$ cat src/rtl/ysyx_25060170_wbu_pkg.sv
// ============================================================================
// Module   : ysyx_25060170_wbu_pkg
// Brief    : Shared types and constants for the writeback unit.
// Revision : 1.0
// ============================================================================
`default_nettype none

package ysyx_25060170_wbu_pkg;

  localparam int          REG_IDX_W = 5;
  localparam logic [1:0]  RESP_OK   = 2'b00;

  localparam logic [2:0]  F3_LB  = 3'b000;
  localparam logic [2:0]  F3_LH  = 3'b001;
  localparam logic [2:0]  F3_LW  = 3'b010;
  localparam logic [2:0]  F3_LBU = 3'b100;
  localparam logic [2:0]  F3_LHU = 3'b101;

  typedef enum logic [1:0] {
    S_IDLE     = 2'd0,
    S_WAIT_MEM = 2'd1,
    S_COMMIT   = 2'd2
  } wbu_state_e;

  // Halfwords need an even address, words a 4-byte aligned address.
  function automatic logic load_misaligned(input logic [2:0] funct3,
                                           input logic [1:0] addr_lo);
    logic mis;
    mis = 1'b0;
    if ((funct3 == F3_LH) || (funct3 == F3_LHU))
      mis = addr_lo[0];
    else if (funct3 == F3_LW)
      mis = (addr_lo != 2'b00);
    return mis;
  endfunction

endpackage

`default_nettype wire

$ cat src/rtl/ysyx_25060170_wbu_loadext.sv
// ============================================================================
// Module   : ysyx_25060170_LoadExt
// Brief    : Combinational byte/halfword/word extraction from an aligned word.
// Revision : 1.0
// ============================================================================
`default_nettype none

module ysyx_25060170_LoadExt
  import ysyx_25060170_wbu_pkg::*;
#(
  parameter int XLEN = 32
) (
  input  logic [XLEN-1:0] rdata,
  input  logic [2:0]      funct3,
  input  logic [1:0]      addr_lo,
  output logic [XLEN-1:0] data,
  output logic            bad_funct3
);

  logic [7:0]  w_byte;
  logic [15:0] w_half;

  assign w_byte = rdata[{addr_lo, 3'b000} +: 8];
  assign w_half = rdata[{addr_lo[1], 4'b0000} +: 16];

  always_comb begin
    data       = rdata;
    bad_funct3 = 1'b0;
    case (funct3)
      F3_LB:   data = {{(XLEN-8){w_byte[7]}}, w_byte};
      F3_LH:   data = {{(XLEN-16){w_half[15]}}, w_half};
      F3_LW:   data = rdata;
      F3_LBU:  data = {{(XLEN-8){1'b0}}, w_byte};
      F3_LHU:  data = {{(XLEN-16){1'b0}}, w_half};
      default: bad_funct3 = 1'b1;
    endcase
  end

endmodule

`default_nettype wire

$ cat src/rtl/ysyx_25060170_wbu.sv
// ============================================================================
// Module   : ysyx_25060170_wbu
// Brief    : Writeback unit: commits ALU results or extracted load data to GPRs.
// Revision : 1.0
// ============================================================================
`default_nettype none

module ysyx_25060170_wbu
  import ysyx_25060170_wbu_pkg::*;
#(
  parameter int XLEN = 32
) (
  input  logic                 clk,
  input  logic                 rst,
  input  logic                 in_valid,
  output logic                 in_ready,
  input  logic [REG_IDX_W-1:0] in_rd,
  input  logic                 in_rd_wen,
  input  logic                 in_is_load,
  input  logic [2:0]           in_funct3,
  input  logic [1:0]           in_addr_lo,
  input  logic [XLEN-1:0]      in_alu_res,
  input  logic                 mem_rvalid,
  output logic                 mem_rready,
  input  logic [XLEN-1:0]      mem_rdata,
  input  logic [1:0]           mem_rresp,
  output logic                 gpr_we,
  output logic [REG_IDX_W-1:0] gpr_writer,
  output logic [XLEN-1:0]      gpr_wd,
  output logic                 wb_done,
  output logic                 wb_fault
);

  wbu_state_e             r_state;
  wbu_state_e             w_state_next;

  logic [REG_IDX_W-1:0]   r_rd;
  logic                   r_rd_wen;
  logic [2:0]             r_funct3;
  logic [1:0]             r_addr_lo;
  logic [XLEN-1:0]        r_wd;
  logic                   r_fault;

  logic [2:0]             w_ext_funct3;
  logic [1:0]             w_ext_addr_lo;
  logic [XLEN-1:0]        w_ext_data;
  logic                   w_bad_funct3;
  logic                   w_accept_fault;

  // The extractor validates the incoming funct3 while idle and decodes the
  // latched access while waiting for memory.
  assign w_ext_funct3  = (r_state == S_IDLE) ? in_funct3  : r_funct3;
  assign w_ext_addr_lo = (r_state == S_IDLE) ? in_addr_lo : r_addr_lo;

  ysyx_25060170_LoadExt #(
    .XLEN       (XLEN)
  ) u_load_ext (
    .rdata      (mem_rdata),
    .funct3     (w_ext_funct3),
    .addr_lo    (w_ext_addr_lo),
    .data       (w_ext_data),
    .bad_funct3 (w_bad_funct3)
  );

  assign w_accept_fault = in_is_load &
                          (w_bad_funct3 | load_misaligned(in_funct3, in_addr_lo));

  always_ff @(posedge clk) begin
    if (rst) r_state <= S_IDLE;
    else     r_state <= w_state_next;
  end

  always_comb begin
    w_state_next = r_state;
    in_ready     = 1'b0;
    mem_rready   = 1'b0;
    wb_done      = 1'b0;
    wb_fault     = 1'b0;
    gpr_we       = 1'b0;
    case (r_state)
      S_IDLE: begin
        in_ready = 1'b1;
        if (in_valid)
          w_state_next = (in_is_load && !w_accept_fault) ? S_WAIT_MEM : S_COMMIT;
      end
      S_WAIT_MEM: begin
        mem_rready = 1'b1;
        if (mem_rvalid) w_state_next = S_COMMIT;
      end
      S_COMMIT: begin
        wb_done      = 1'b1;
        wb_fault     = r_fault;
        gpr_we       = r_rd_wen && (r_rd != '0) && !r_fault;
        w_state_next = S_IDLE;
      end
      default: w_state_next = S_IDLE;
    endcase
  end

  always_ff @(posedge clk) begin
    if (rst) begin
      r_rd      <= '0;
      r_rd_wen  <= 1'b0;
      r_funct3  <= '0;
      r_addr_lo <= '0;
      r_wd      <= '0;
      r_fault   <= 1'b0;
    end else begin
      case (r_state)
        S_IDLE: begin
          if (in_valid) begin
            r_rd      <= in_rd;
            r_rd_wen  <= in_rd_wen;
            r_funct3  <= in_funct3;
            r_addr_lo <= in_addr_lo;
            r_wd      <= in_alu_res;
            r_fault   <= w_accept_fault;
          end
        end
        S_WAIT_MEM: begin
          if (mem_rvalid) begin
            r_wd    <= w_ext_data;
            r_fault <= (mem_rresp != RESP_OK);
          end
        end
        default: ;
      endcase
    end
  end

  assign gpr_writer = r_rd;
  assign gpr_wd     = r_wd;

endmodule

`default_nettype wire

$ cat config.mk
export PLATFORM = sky130hd
export DESIGN_NAME = ysyx_25060170_wbu
export DESIGN_NICKNAME = d
export VERILOG_FILES = /design/src/rtl/ysyx_25060170_wbu_pkg.sv /design/src/rtl/ysyx_25060170_wbu_loadext.sv /design/src/rtl/ysyx_25060170_wbu.sv
export SDC_FILE = /design/constraint.sdc
export NUM_CORES = 1
export LEC_CHECK = 0
export CELL_PAD_IN_SITES_DETAIL_PLACEMENT = 0
export CELL_PAD_IN_SITES_GLOBAL_PLACEMENT = 1
export CORE_MARGIN = 2
export CORE_UTILIZATION = 27
export DETAILED_ROUTE_END_ITERATION = 7
export HOLD_SLACK_MARGIN = 0.03
export PLACE_DENSITY = 0.84
export SKIP_LAST_GASP = 1
export SLEW_MARGIN = 40
export SYNTH_ARGS = -nofsm -noshare
export SYNTH_HDL_FRONTEND = slang
export SYNTH_SLANG_ARGS = --single-unit
export TNS_END_PERCENT = 100
$ cat constraint.sdc
create_clock -name clk -period 1.7 [get_ports clk]
set_input_delay 0.255 -clock clk [delete_from_list [all_inputs] [get_ports clk]]
set_output_delay 0.255 -clock clk [all_outputs]
set_load 0.05 [all_outputs]
==> flow_metrics.tcl, run 1 <==
set metrics [dict create \
    status "complete, but fails checks" \
    failed_checks "setup timing" \
    antenna_found_initial 0 \
    firstDrtPassIters 5 \
    gp_congestion 0.858 \
    core_area_mm2 0.00977 \
    overflow 0 \
    cts_tree "yes" \
    power_density_mw_per_mm2 744 \
    synth.most_common_cell "nand2_1" \
    yosys_register_bits 46 \
    post-route-util_pct 51.4 \
    min_period_over_period_pct 107 \
    drv_slew 0 \
    clock_latency_ps 300 \
    dp_hpwl_um 8090 \
    rsz0062_at_grt "yes" \
    clock_sinks 46 \
    critPathRequiredTime_ps 1880 \
    layout-drive-gt1-share_pct 34.5 \
    detail-route-antenna-nets 0 \
    arrival_ps 2000 \
    synth_top_area_cell "dfxtp_1" \
    setup_ws_ps -115 \
    synthCells 328 \
    rows 36 \
    port_buffers 123 \
    hold_viol 0 \
    initial_utilization_pct 27.9 \
    fin_skew_ps 9.32 \
    worstSetupPathType "register to register" \
    die_h_um 105 \
    finalSetupViolCount 35 \
    worst_pin_slew_ps 538 \
    synth_flop_cell "dfxtp_1" \
    grt_pass1_vias 3457 \
    fmax_mhz 551 \
    r2r_start "r_state[0]$_SDFFE_PP0P_" \
    critPathMaxFanout 10 \
    vias_per_cell 5.42 \
    ys_seq_area_share_pct 33.7 \
    synth.distinct_cells 51 \
    synth_edf_count 0 \
    finalCriticalPeriod_ps 1820 \
    clockBufferDepth 2 \
    ios 124 \
    h-tree-depth 2 \
    ys.warnings.count 0 \
    synth_area_leaders "dfxtp_1, nand2_1, a221oi_1, a22oi_1, o21ai_0" \
    die_area_mm2 0.0109 \
    slew_headroom_pct 64.1 \
    async_flop_share_pct 0 \
    cts-root-buf "clkbuf_8" \
    peakVddDrop_mv 0.373 \
    grt_pass1_wl_um 18000 \
    drv_cap 0 \
    grt_start_max_net_pins 25 \
    drt_iter0_drc 163 \
    p_leak_nw 1.98 \
    wl_per_cell_um 18.5 \
    synth_top_area_share_pct 33.7 \
    nNetsFinal 576 \
    syn_nets 410 \
    drcViolationCount 0 \
    area_growth_pct 84.1 \
    clkTransAtPathRegs_ps 90 \
    syn_area_mm2 0.00273 \
    dp_slack_ps -625 \
    syn-mean-instance-area_um2 8.32 \
    min_path_type "input pin to register" \
    total_power_mw 3.74 \
    die_x_um 105 \
    crit_path_end_kind "register" \
    worstHoldStart "in_addr_lo[1]" \
    vias 3406 \
    track_usage_pct 20.3 \
    crit_path_start_kind "register" \
    cts_buffers 5 \
    wl_um 11600 \
    crit_start "r_state[0]$_SDFFE_PP0P_" \
    antenna_cells 0 \
    synthTopCellsByCount "nand2_1, dfxtp_1, o21ai_0" \
]
==> final timing paths <==
kind / to / slack (ps) / cells after the start
worst max-delay path: gpr_wd[10]$_SDFFE_PP0P_ / -120 / 7
worst max register to register: gpr_wd[10]$_SDFFE_PP0P_ / -120 / 7
worst min-delay path: r_addr_lo[1]$_SDFFE_PP0P_ / 400 / 3
worst min register to register: r_rd_wen$_SDFFE_PP0P_ / 460 / 2
==> metrics by stage <==
stage,instance area [um^2],std cells,hold slack [ps],setup TNS (ps)
detailed placement,4390,600,454,-16230
CTS,4890,625,391,-2790
global placement,4390,600,443,-14790
finish,5020,628,400,-2450
floorplan,2800,328,391,-3890
global route,5020,628,405,-5400
==> cell families (layout without fill, tap and decap cells) <==
group	count (synthesis)	in the layout	synth area share (%)
compound gates	123	123	32.6
buf+inv	29	196	4.91
flops	46	46	33.7
mux	11	11	7.15
simple gates	119	119	21.5
==> placed cells by master, fill, tap and decap left out, types with 3 or more instances in the layout <==
cell / count
nand3_1: 9
a221oi_1: 4
mux4_2: 6
nand2_1: 63
o21ai_0: 30
nor3b_2: 3
clkdlybuf4s50_1: 79
nor2_4: 3
nor2_1: 8
a221oi_4: 3
nor2b_1: 4
dfxtp_2: 4
buf_6: 5
a21o_1: 8
and3_1: 8
nand3b_1: 6
a221oi_2: 16
dfxtp_1: 42
buf_12: 12
a21oi_1: 11
buf_4: 81
a22oi_1: 22
clkbuf_8: 5
o211ai_1: 7
o21a_1: 4
==> final cells by class <==
class                      instances  area [um^2]
sequential                        46          926
fill                             917         4750
clock inverter                     1         30.0
clock buffer                       7         76.3
timing repair buffer             184         1850
inverter                           4         25.0
multi-input combinational        253         1950
tap                              133          166
==> where the power goes <==
part	leakage (nW)	internal [mW]	switching (mW)
Combinational	1.54	0.780	0.867
Sequential	0.380	1.18	0.0885
Clock	0.0524	0.441	0.383
Total	1.98	2.40	1.34
==> repair_timing <==
item | 4_1_cts | 5_1_grt
endpoints found under the setup margin | 37 | 37
hold buffers | 0 | 0
pin swaps | 12 | 9
setup buffers | 14 | 2
gates cloned | 3 | 1
resized for setup | 38 | 15
==> worst max-delay path, cell delays in order, from the launching register on <==
cell and delay, ps:
dfxtp_2 330, or2_4 290, inv_8 70, mux2_4 330, buf_12 160, a221oi_4 290, a21o_1 140, o211ai_1 70
==> registers in the layout (all words and copies together), names as in the netlist <==
name        flops
r_rd_wen        1
r_funct3        3
gpr_wd         32
gpr_writer      5
r_addr_lo       2
r_fault         1
r_state         2
==> metal layers <==
| layer | routed length (um) | part of all wire, % | global-route usage, % | up-vias |
|---|---|---|---|---|
| met5 | 0 | 0 | 0 | - |
| met4 | 197 | 1.7 | 6.27 | 0 |
| met3 | 957 | 8.2 | 5.18 | 21 |
| met2 | 5680 | 49 | 34.0 | 163 |
| met1 | 4770 | 41 | 25.5 | 1634 |
| li1 | - | - | - | 1588 |
No activity file was read; power rests on OpenSTA's default activity.
==> run 2: changes to the inputs <==
Settings changed: CORE_ASPECT_RATIO set to 0.6.
==> run 2 against run 1 <==
- the run still ends with setup timing left
- worst setup slack worse by 16 ps
- utilization fell by 1.9 points
- design area shrank 2.9%
- via count shrank 2.6%
- final cell count did not move
- critical path depth unchanged
- combinational power shrank 6%
- register-to-register slack got worse by 20 ps
==> flow_metrics.tcl, run 2 (same netlist as run 1, synthesis figures left out) <==
set metrics [dict create \
    hold_viol 0 \
    detail-route-antenna-nets 0 \
    initial_utilization_pct 27.7 \
    clkTransAtPathRegs_ps 70 \
    fin_skew_ps 3.52 \
    finalSetupViolCount 38 \
    area_growth_pct 78.7 \
    drt_iter0_drc 278 \
    grt_pass1_vias 3209 \
    fmax_mhz 546 \
    die_area_mm2 0.0110 \
    layout_common_cells "clkdlybuf4s50_1, buf_4, nand2_1" \
    track_usage_pct 20.1 \
    clock_sinks 46 \
    post-route-util_pct 49.5 \
    layout-drive-gt1-share_pct 32.3 \
    rows 28 \
    total_power_mw 3.94 \
    crit_buf_inv 2 \
    crit_path_start_kind "register" \
    finalCriticalPeriod_ps 1830 \
    antenna_cells 0 \
    vias 3316 \
    critPathMaxStageDelay_ps 350 \
    failed_checks "setup timing" \
    p_leak_nw 1.94 \
    critPathRequiredTime_ps 1900 \
    wl_um 11400 \
    crit_path_end_kind "register" \
    cts_buffers 5 \
    crit_path_top_delay_cell "mux2_4" \
    whs_ps 472 \
    peakVddDrop_mv 0.626 \
    hold_buffers 0 \
    slew_headroom_pct 75.2 \
    nNetsFinal 574 \
    vias_per_cell 5.28 \
    critPathMaxFanout 17 \
    clockBufferDepth 2 \
    core_area_mm2 0.00984 \
    worst_pin_slew_ps 372 \
    min_path_type "register to register" \
    grt_pass1_wl_um 17300 \
    setup_ws_ps -131 \
    antenna_found_initial 0 \
    min_period_over_period_pct 108 \
    cts_tree "yes" \
    largest_reg_flops 32 \
    die_x_um 134 \
    reg2reg_slack_ps -130 \
    h-tree-depth 2 \
    arrival_ps 2030 \
    ios 124 \
    dp_hpwl_um 8490 \
    cts-root-buf "clkbuf_16" \
    firstDrtPassIters 5 \
    drcViolationCount 0 \
    n_fill_cell 922 \
    grt_start_max_net_pins 34 \
    power_density_mw_per_mm2 807 \
    wl_per_cell_um 18.1 \
    rsz0062_at_grt "yes" \
    overflow 0 \
    port_buffers 123 \
    drv_slew 0 \
    worstSetupPathType "register to register" \
    status "complete, but fails checks" \
    clock_latency_ps 290 \
    cp_cell_sequence "or2_4, inv_8, mux2_4, o21ai_2, nand3_2, buf_12, a22oi_1" \
    cpLargestDelayFamily "simple AND/OR/NAND/NOR gates" \
    gp_congestion 0.855 \
    drv_cap 0 \
    die_h_um 81.9 \
]
## run 2: per-layer routing
| layer | GRT usage [%] | routed length (um) | vias to the layer above |
|---|---|---|---|
| met4 | 2.45 | 34 | 0 |
| met1 | 30.0 | 5460 | 1597 |
| met5 | 0 | 0 | - |
| li1 | - | - | 1573 |
| met2 | 29.6 | 4850 | 142 |
| met3 | 5.19 | 1020 | 4 |
## run 2: what timing repair did
item                       CTS  global route
gates resized for setup     22            14
setup endpoints to repair   38            38
pin swaps                   15             8
cloned                       1             1
setup buffers                3             4
## run 2: path summary, 6_finish.rpt
| path | from | end | cells after the start |
|---|---|---|---|
| max | r_state[1]$_SDFFE_PP0P_ | gpr_wd[21]$_SDFFE_PP0P_ | 7 |
| max reg2reg | r_state[1]$_SDFFE_PP0P_ | gpr_wd[21]$_SDFFE_PP0P_ | 7 |
| min reg2reg | r_rd_wen$_SDFFE_PP0P_ | r_rd_wen$_SDFFE_PP0P_ | 2 |
| min | r_rd_wen$_SDFFE_PP0P_ | r_rd_wen$_SDFFE_PP0P_ | 2 |
## run 2: area by class of cell
| class | instances | area (um^2) | area share [%] |
|---|---|---|---|
| clock inverters | 3 | 40.0 | 0.821 |
| multi-input cells | 254 | 1860 | 38.1 |
| well taps | 135 | 169 | 3.46 |
| clock buffers | 5 | 125 | 2.57 |
| repair buffers | 181 | 1740 | 35.6 |
| inverters | 4 | 22.5 | 0.462 |
| flip-flops and latches | 46 | 925 | 19.0 |
## run 2: through the flow
stage / setup TNS (ps) / instance area [um^2] / instances / worst slack (ps)
finish: -3040 / 4880 / 628 / -131
global route: -5160 / 4880 / 628 / -183
CTS: -2860 / 4760 / 623 / -120
detailed placement: -15380 / 4440 / 611 / -574
global placement: -14170 / 4440 / 611 / -489
floorplan: -3890 / 2800 / 328 / -132
## run 2: worst min-delay path: cells and delay by family (launching register included)
family          cells  cell delay [ps]
flops               1              320
simple gates        1               60
compound gates      1               50
## run 2: power by group
part	switching [mW]	internal (mW)
Combinational	0.837	0.709
Sequential	0.0841	1.18
Clock	0.437	0.689
Total	1.36	2.58
